File: config.mk
export PLATFORM = sky130hd
export DESIGN_NAME = led_blink_queue
export DESIGN_NICKNAME = d
export VERILOG_FILES = /design/src/rtl/led_blink_queue_pkg.sv /design/src/rtl/cycle_timer.sv /design/src/rtl/led_blink_queue.sv
export SDC_FILE = /design/constraint.sdc
export NUM_CORES = 1
export LEC_CHECK = 0
export CAP_MARGIN = 40
export CORE_MARGIN = 2
export CORE_UTILIZATION = 58
export DETAILED_ROUTE_END_ITERATION = 7
export GPL_TIMING_DRIVEN = 0
export PLACE_DENSITY = 0.89
export SKIP_LAST_GASP = 1
export SYNTH_ARGS = -nofsm -noshare
export SYNTH_HDL_FRONTEND = slang
export SYNTH_SLANG_ARGS = --single-unit
File: constraint.sdc
create_clock -name clk_i -period 4.8 [get_ports clk_i]
set_clock_uncertainty 0.05 [all_clocks]
set_input_delay 1.44 -clock clk_i [delete_from_list [all_inputs] [get_ports clk_i]]
set_output_delay 1.44 -clock clk_i [all_outputs]
set_load 0.1 [all_outputs]
File: src/rtl/led_blink_queue_pkg.sv
// Shared types and helpers for the LED blink queue.
// Latency: n/a (types only).
// Backpressure: n/a (types only).
package led_blink_queue_pkg;

    // FSM state encodings; 2'd3 is unused and recovers to ST_IDLE.
    typedef enum logic [1:0] {
        ST_IDLE = 2'd0,
        ST_ON   = 2'd1,
        ST_GAP  = 2'd2
    } state_e;

    // Timer width wide enough for the longer of the two phases (minus one).
    // Clamped to 1 bit so single-cycle phases still get a real register.
    function automatic int timer_width(input int on_cycles, input int off_cycles);
        int longest;
        longest = (on_cycles > off_cycles) ? on_cycles : off_cycles;
        return (longest > 1) ? $clog2(longest) : 1;
    endfunction

endpackage

File: src/rtl/cycle_timer.sv
// Reloadable down-counter that holds at zero; done_o flags the zero count.
// Latency: a load takes effect on the next clock; done_o is decoded from the register.
// Backpressure: none, load_i always wins over counting.
//
// Ports:
//   clk_i        clock
//   resetn_btn_i asynchronous active-low reset (count cleared to 0)
//   load_i       load load_val_i on this clock edge
//   load_val_i   value to load
//   done_o       count is zero
module cycle_timer #(
    parameter int WIDTH = 8
) (
    input  logic             clk_i,
    input  logic             resetn_btn_i,
    input  logic             load_i,
    input  logic [WIDTH-1:0] load_val_i,
    output logic             done_o
);

    logic [WIDTH-1:0] count_q;
    logic [WIDTH-1:0] count_d;

    always_comb begin
        count_d = count_q;
        if (load_i) begin
            count_d = load_val_i;
        end else if (count_q != '0) begin
            count_d = count_q - WIDTH'(1);
        end
    end

    always_ff @(posedge clk_i or negedge resetn_btn_i) begin
        if (!resetn_btn_i) begin
            count_q <= '0;
        end else begin
            count_q <= count_d;
        end
    end

    assign done_o = (count_q == '0);

endmodule

File: src/rtl/led_blink_queue.sv
// Turns event pulses into fixed-length LED blinks separated by fixed dark gaps, queueing extras.
// Latency: led_o rises the cycle after a pulse seen in IDLE; queued events replay after each gap.
// Backpressure: none; events beyond MAX_PENDING are dropped and flagged on overflow_o.
//
// Ports:
//   clk_i        clock, rising edge
//   resetn_btn_i asynchronous active-low reset; release is expected synchronous to clk_i
//   pulse_i      event strobe, each high cycle is one event
//   led_o        blink output (registered)
//   busy_o       high whenever not IDLE (registered)
//   pending_o    queued-event count (registered)
//   overflow_o   one-cycle pulse per dropped event (registered)
module led_blink_queue
    import led_blink_queue_pkg::*;
#(
    parameter  int ON_CYCLES   = 100,
    parameter  int OFF_CYCLES  = 50,
    parameter  int MAX_PENDING = 7,
    localparam int PEND_W      = $clog2(MAX_PENDING + 1)
) (
    input  logic              clk_i,
    input  logic              resetn_btn_i,
    input  logic              pulse_i,
    output logic              led_o,
    output logic              busy_o,
    output logic [PEND_W-1:0] pending_o,
    output logic              overflow_o
);

    localparam int                TMR_W    = timer_width(ON_CYCLES, OFF_CYCLES);
    localparam logic [TMR_W-1:0]  ON_LOAD  = TMR_W'(ON_CYCLES - 1);
    localparam logic [TMR_W-1:0]  OFF_LOAD = TMR_W'(OFF_CYCLES - 1);
    localparam logic [PEND_W-1:0] PEND_MAX = PEND_W'(MAX_PENDING);

    state_e            state_q;
    logic              led_q;
    logic              busy_q;
    logic [PEND_W-1:0] pending_q;
    logic [PEND_W-1:0] pending_d;
    logic              overflow_q;
    logic              overflow_d;

    logic              done;
    logic              idle_start;
    logic              on_end;
    logic              gap_end;
    logic              gap_restart;
    logic              timer_load;
    logic [TMR_W-1:0]  timer_load_val;

    // Phase boundaries. The timer is reloaded on the same edge the FSM
    // changes phase, so the new phase sees its full count from its first cycle.
    assign idle_start     = (state_q == ST_IDLE) && pulse_i;
    assign on_end         = (state_q == ST_ON) && done;
    assign gap_end        = (state_q == ST_GAP) && done;
    assign gap_restart    = gap_end && ((pending_q != '0) || pulse_i);
    assign timer_load     = idle_start || on_end || gap_restart;
    assign timer_load_val = on_end ? OFF_LOAD : ON_LOAD;

    cycle_timer #(
        .WIDTH (TMR_W)
    ) u_timer (
        .clk_i        (clk_i),
        .resetn_btn_i (resetn_btn_i),
        .load_i       (timer_load),
        .load_val_i   (timer_load_val),
        .done_o       (done)
    );

    // Pending counter. On the last gap cycle a queued event is dequeued and a
    // simultaneous pulse takes its slot, so that path can never overflow. With
    // an empty queue a last-gap pulse starts the next blink directly instead.
    always_comb begin
        pending_d  = pending_q;
        overflow_d = 1'b0;
        if (gap_end) begin
            if (pending_q != '0) begin
                pending_d = pending_q - PEND_W'(1) + PEND_W'(pulse_i);
            end
        end else if ((state_q == ST_ON) || (state_q == ST_GAP)) begin
            if (pulse_i) begin
                if (pending_q < PEND_MAX) begin
                    pending_d = pending_q + PEND_W'(1);
                end else begin
                    overflow_d = 1'b1;
                end
            end
        end else if (state_q != ST_IDLE) begin
            // Illegal encoding: drop the queue so IDLE stays empty.
            pending_d = '0;
        end
    end

    always_ff @(posedge clk_i or negedge resetn_btn_i) begin
        if (!resetn_btn_i) begin
            state_q    <= ST_IDLE;
            led_q      <= 1'b0;
            busy_q     <= 1'b0;
            pending_q  <= '0;
            overflow_q <= 1'b0;
        end else begin
            pending_q  <= pending_d;
            overflow_q <= overflow_d;
            case (state_q)
                ST_IDLE: begin
                    if (pulse_i) begin
                        state_q <= ST_ON;
                        led_q   <= 1'b1;
                        busy_q  <= 1'b1;
                    end
                end
                ST_ON: begin
                    if (done) begin
                        state_q <= ST_GAP;
                        led_q   <= 1'b0;
                    end
                end
                ST_GAP: begin
                    if (done) begin
                        if (gap_restart) begin
                            state_q <= ST_ON;
                            led_q   <= 1'b1;
                        end else begin
                            state_q <= ST_IDLE;
                            busy_q  <= 1'b0;
                        end
                    end
                end
                default: begin
                    state_q <= ST_IDLE;
                    led_q   <= 1'b0;
                    busy_q  <= 1'b0;
                end
            endcase
        end
    end

    assign led_o      = led_q;
    assign busy_o     = busy_q;
    assign pending_o  = pending_q;
    assign overflow_o = overflow_q;

endmodule
## Yosys cells after proc, flatten, opt, wreduce, memory -nomap -nowiden

Index checks and enable logic that the tools add are counted.

| word-level totals | value |
|---|---|
| bits in registers | 15 |
| input bits | 3 |
| output and inout port bits | 6 |
| word-level logic and storage cells | 67 |

| cells by class | value |
|---|---|
| $add $sub $neg | 4 |
| order comparisons | 1 |
| equality and inequality tests | 10 |
| multiplexer cells | 26 |
| bitwise gates (word level) | 1 |
| reduce and logical (&&, ||, !) cells | 19 |

Operator list:

| operator | number |
|---|---|
| $mux W7 | 3 |
| $mux W3 | 6 |
| $reduce_and A4 Y1 | 3 |
| $mux W1 | 11 |
| $ne A2 B2 Y1 const B | 5 |
| $logic_not A7 Y1 | 1 |
| $reduce_bool A7 Y1 | 1 |
| $sub A7 B1 Y7 const B | 1 |
| $mux W2 | 3 |
| $pmux W1 S3 | 2 |
| $pmux W2 S3 | 1 |
| $reduce_bool A3 Y1 | 2 |
| $logic_and A1 B1 Y1 | 4 |
| $logic_or A1 B1 Y1 | 4 |
| $reduce_bool A2 Y1 | 2 |
| $add A3 B1 Y3 | 1 |
| $add A3 B1 Y3 const B | 1 |
| $lt A3 B3 Y1 const B | 1 |
| $ne A3 B2 Y1 const B | 1 |
| $ne A3 B3 Y1 const B | 1 |
| $reduce_and A3 Y1 | 1 |
| $sub A3 B1 Y3 const B | 1 |
| $eq A2 B1 Y1 const B | 1 |
| $eq A2 B2 Y1 const B | 1 |
| 3 further kinds | 3 |

## Longest topological paths before layout

| depth | value |
|---|---|
| word-level depth | 6 |
| depth in mapped cells | 9 |

## Hierarchy

Synthesis repeated with hierarchy kept, for this count alone.

| second synthesis, totals | value |
|---|---|
| cell total of the unflattened synthesis | 105 |
| area, all modules | 1044.8 um^2 |

By module, submodules not included:

| module | times used | cells an instance | area an instance (um^2) |
|---|---|---|---|
| led_blink_queue | 1 | 62 | 610.6 |
| cycle_timer | 1 | 43 | 434.2 |

## Worst setup path after synthesis

OpenSTA, ideal clock, no wires.

| path | value |
|---|---|
| path type | input port to flip-flop |
| from | input pulse_i |
| to | register pending_q[2] (netlist: pending_o[2]) |
| library setup time | 0.177 ns |
| arrival | 2.598 ns |
| slack | 1.976 ns |
| stages | 7 |
| path through | clkbuf_1 > inv_1 > ha_1 > ha_1 > nor3b_2 > a211oi_1 > a211oi_1 |

| between the ends | value |
|---|---|
| longest elaborated chain between the ends | 3 |

Ends and longest elaborated chain:

| element | line | RTL |
|---|---|---|
| start, declared | led_blink_queue.sv:23 | `input logic pulse_i,` |
| $add A3 B1 Y3 | led_blink_queue.sv:78 | `pending_d = pending_q - PEND_W'(1) + PEND_W'(pulse_i);` |
| $mux W3 | led_blink_queue.sv:77 | `if (pending_q != '0) begin` |
| $mux W3 | led_blink_queue.sv:76 | `if (gap_end) begin` |
| end signal, assigned | led_blink_queue.sv:102 | `pending_q <= pending_d;` |
| end, declared | led_blink_queue.sv:38 | `logic [PEND_W-1:0] pending_q;` |

Parallel ways exist; a longest one is shown, timed or not. The select of a mux whose other input is x is not followed.
A chain may end at the register's enable or synchronous reset.

## Worst setup path after layout

| path | value |
|---|---|
| from | register pending_q[2] (netlist: pending_o[2]) |
| to | output pending_o[2] |

RTL lines:

| element | line | RTL |
|---|---|---|
| end, declared | led_blink_queue.sv:26 | `output logic [PEND_W-1:0] pending_o,` |

No word-level cell between the ends.

==> impl_results.md <==
- EDFF count, synth: 0
- DR iter-0 viols: 27
- Port Buffers: 7
- Syn_nets: 130
- Routed Antenna Nets: 0
- Clock root buffer: clkbuf_4
- Total wire length: 2196 µm
- PwrDens: 684.1 mW/mm²
- GRT Resource Usage Total: 0.2500
- Fmax: 336.0 MHz
- Sequential area share after synthesis: 0.3650
- DR WL/cell: 14.54 µm
- Worst Path Required: 3310 ps
- Via Count: 930
- P_leak: 0.5447 nW
- Async SR Flop Fraction: 1.000
- Multi-input logic area: 576.8 µm²
- Synth top area share: 0.3650
- I/O pins: 9
- Num CTS Buffers: 3
- CTS tree: done
- Clk sink count: 15
- Crit path DAT: 1490 ps
- Share of cells above drive strength 1: 0.1119
- CTS Buffer Depth: 2
- Slew headroom: 0.4663
- DRC Markers: 0
- Num rows: 15
- Vias in the first global route: 916
- Commonest cells post-synth: dfrtp_1 (15), a21oi_1 (11), inv_1 (11)
- Hold Fails Final Rpt: 0
- Gpl congestion: 0.8813
- Ys flop type: dfrtp_1
- Reg2reg start: u_timer.count_q[0]
- Setup crit end kind: output port
- Area contributors post-synth: dfrtp_1 (36%), ha_1 (12%), a21oi_1 (5.4%), inv_1 (4.0%), nor2_1 (3.6%)
- Run status: finished, final reports clean
- Peak VDD IR: 0.0003625 V
- Max cap viols: 0
- Total grt overflow: 0
- Startpoint class of the critical path: flip-flop
- Full die area: 0.002126 mm²
- Tightest Pin Transition: 793.9 ps
- Average size of a mapped cell: 8.790 µm²
- Area grow syn2layout: 20.20%
- Pin count of the biggest net entering global routing: 16
- Worst Path Max Fanout: 7
- Initial antenna violation count: 0
- Htree depth: 1
- Cell taking the most area after synthesis: dfrtp_1
- #FFs+latches synth: 15
- Netlist cell types: 36
- Post-CTS Hold Fix Bufs: 0
- Hold Path Class: flip-flop to flip-flop
- Initial core utilization: 0.6089
- Hpwl dp: 1712 µm
- Setup bufs post-CTS: 0
- Fin nets: 148
- Final Util: 0.7319
- Crit path from: pending_o[2]
- Final period util: 0.6201
- Chip width: 46.11 µm
- Worst Setup Path Type: flip-flop to output port
- Setup slack, reg-to-reg: 2270 ps
- Hold path start: state_q[0]
- RSZ-0062 raised after global routing: false
- Ant diodes: 0
- Top-count cell post-synth: dfrtp_1
- Final setup viols: 0
- Detailed-router iteration count before antenna repair: 4
- Minimum clock period: 2977 ps
- Storage cell area: 375.4 µm²
- Core area: 0.001689 mm²
- Mapped cell area: 0.001028 mm²
- DIE HEIGHT: 46.11 µm
- Clock transition at the registers of the reported paths: 90 ps
- Vias per std cell: 6.159
- Setup TNS: 0 ps
- Pins Over Slew Limit: 0
- Post-CTS Resized: 0
- Latest clock arrival within the worst-skew pair: 290 ps
- Fill cells: 132
- Global-route wire length before repair: 3795 µm
- YS warnings: 0
- Cells after synthesis: 117
state kept, by name, summed over array words and instances (netlist names):
| signal | count |
|---|---|
| state_q | 2 |
| u_timer.count_q | 7 |
| led_o | 1 |
| overflow_o | 1 |
| pending_o | 3 |
| busy_o | 1 |
critical path, stage by stage (launching register included):
cell and delay [ps]:
dfrtp_1 450, clkdlybuf4s50_1 550, buf_8 200
power by group:
group	switching, mW	internal [mW]	leakage, nW	total, mW
clock	0.0403	0.0324	0.0150	0.0726
combinational	0.338	0.206	0.349	0.544
sequential	0.0528	0.177	0.181	0.229
total	0.431	0.415	0.545	0.846
layout make-up:
| type | count | share of cell area |
|---|---|---|
| Clock buffer | 4 | 0.02125 |
| Multi-Input combinational cell | 84 | 0.4666 |
| Timing Repair Buffer | 13 | 0.1296 |
| Sequential cell | 15 | 0.3036 |
| Tap cell | 17 | 0.01721 |
| Inverter | 11 | 0.03340 |
| Buffer | 7 | 0.02834 |
per-stage QoR:
step / setup WS, ps / area (µm²) / power (mW) / hold WS, ps / instances
after floorplan: 1976 / 1028 / 0.5964 / 451.0 / 117
after detailed placement: 1823 / 1210 / 0.7732 / 487.1 / 147
after global routing: 1744 / 1236 / 0.9131 / 532.6 / 151
final: 1823 / 1236 / 0.8457 / 502.1 / 151
after CTS: 1813 / 1236 / 0.8477 / 507.3 / 151
after global placement: 1726 / 1120 / 0.6865 / 454.6 / 141
cells in the final DEF (no fill, tap or decap), types with 2 or more instances in the layout:
master,count
nor4b_1,2
clkbuf_1,6
xnor2_1,2
a31oi_1,3
a211oi_1,3
o21a_1,2
nand2b_1,2
clkdlybuf4s50_1,7
nand2_1,9
nor3_1,4
o21ai_0,3
inv_1,11
o22ai_1,3
nor2_1,10
a21oi_1,11
dfrtp_1,15
ha_1,10
buf_8,6
nor4_1,2
a21o_1,2
clkbuf_4,3
per-layer routing:
layer | part of all wire | global-route usage | vias to the layer above | routed length (µm)
met5 | 0 | 0 | - | 0
met1 | 0.42 | 0.2903 | 448 | 918
met2 | 0.51 | 0.4500 | 24 | 1128
met3 | 0.035 | 0.02745 | 9 | 77
met4 | 0.032 | 0.1200 | 0 | 71
li1 | - | - | 449 | -
final timing paths:
kind                                      endpoint  cells past startpoint
min in group asynchronous       u_timer.count_q[2]                      1
worst min register to register          state_q[0]                      2
worst min-delay path                    state_q[0]                      2
worst max register to register        pending_o[1]                      9
worst max-delay path                  pending_o[2]                      2
max in group asynchronous                    led_o                      1
logic make-up after synthesis:
group                    Yosys count  share of synthesized area
AND/OR/NAND/NOR                   36                     0.1922
XOR/XNOR                           3                    0.02555
adder cells (fa/ha/maj)           10                     0.1217
multiplexers                       2                    0.02068
AO/OA/AOI/OAI                     33                     0.2007
buffers and inverters             18                    0.07421
flip-flops                        15                     0.3650
(Power assumes the default switching activity.)
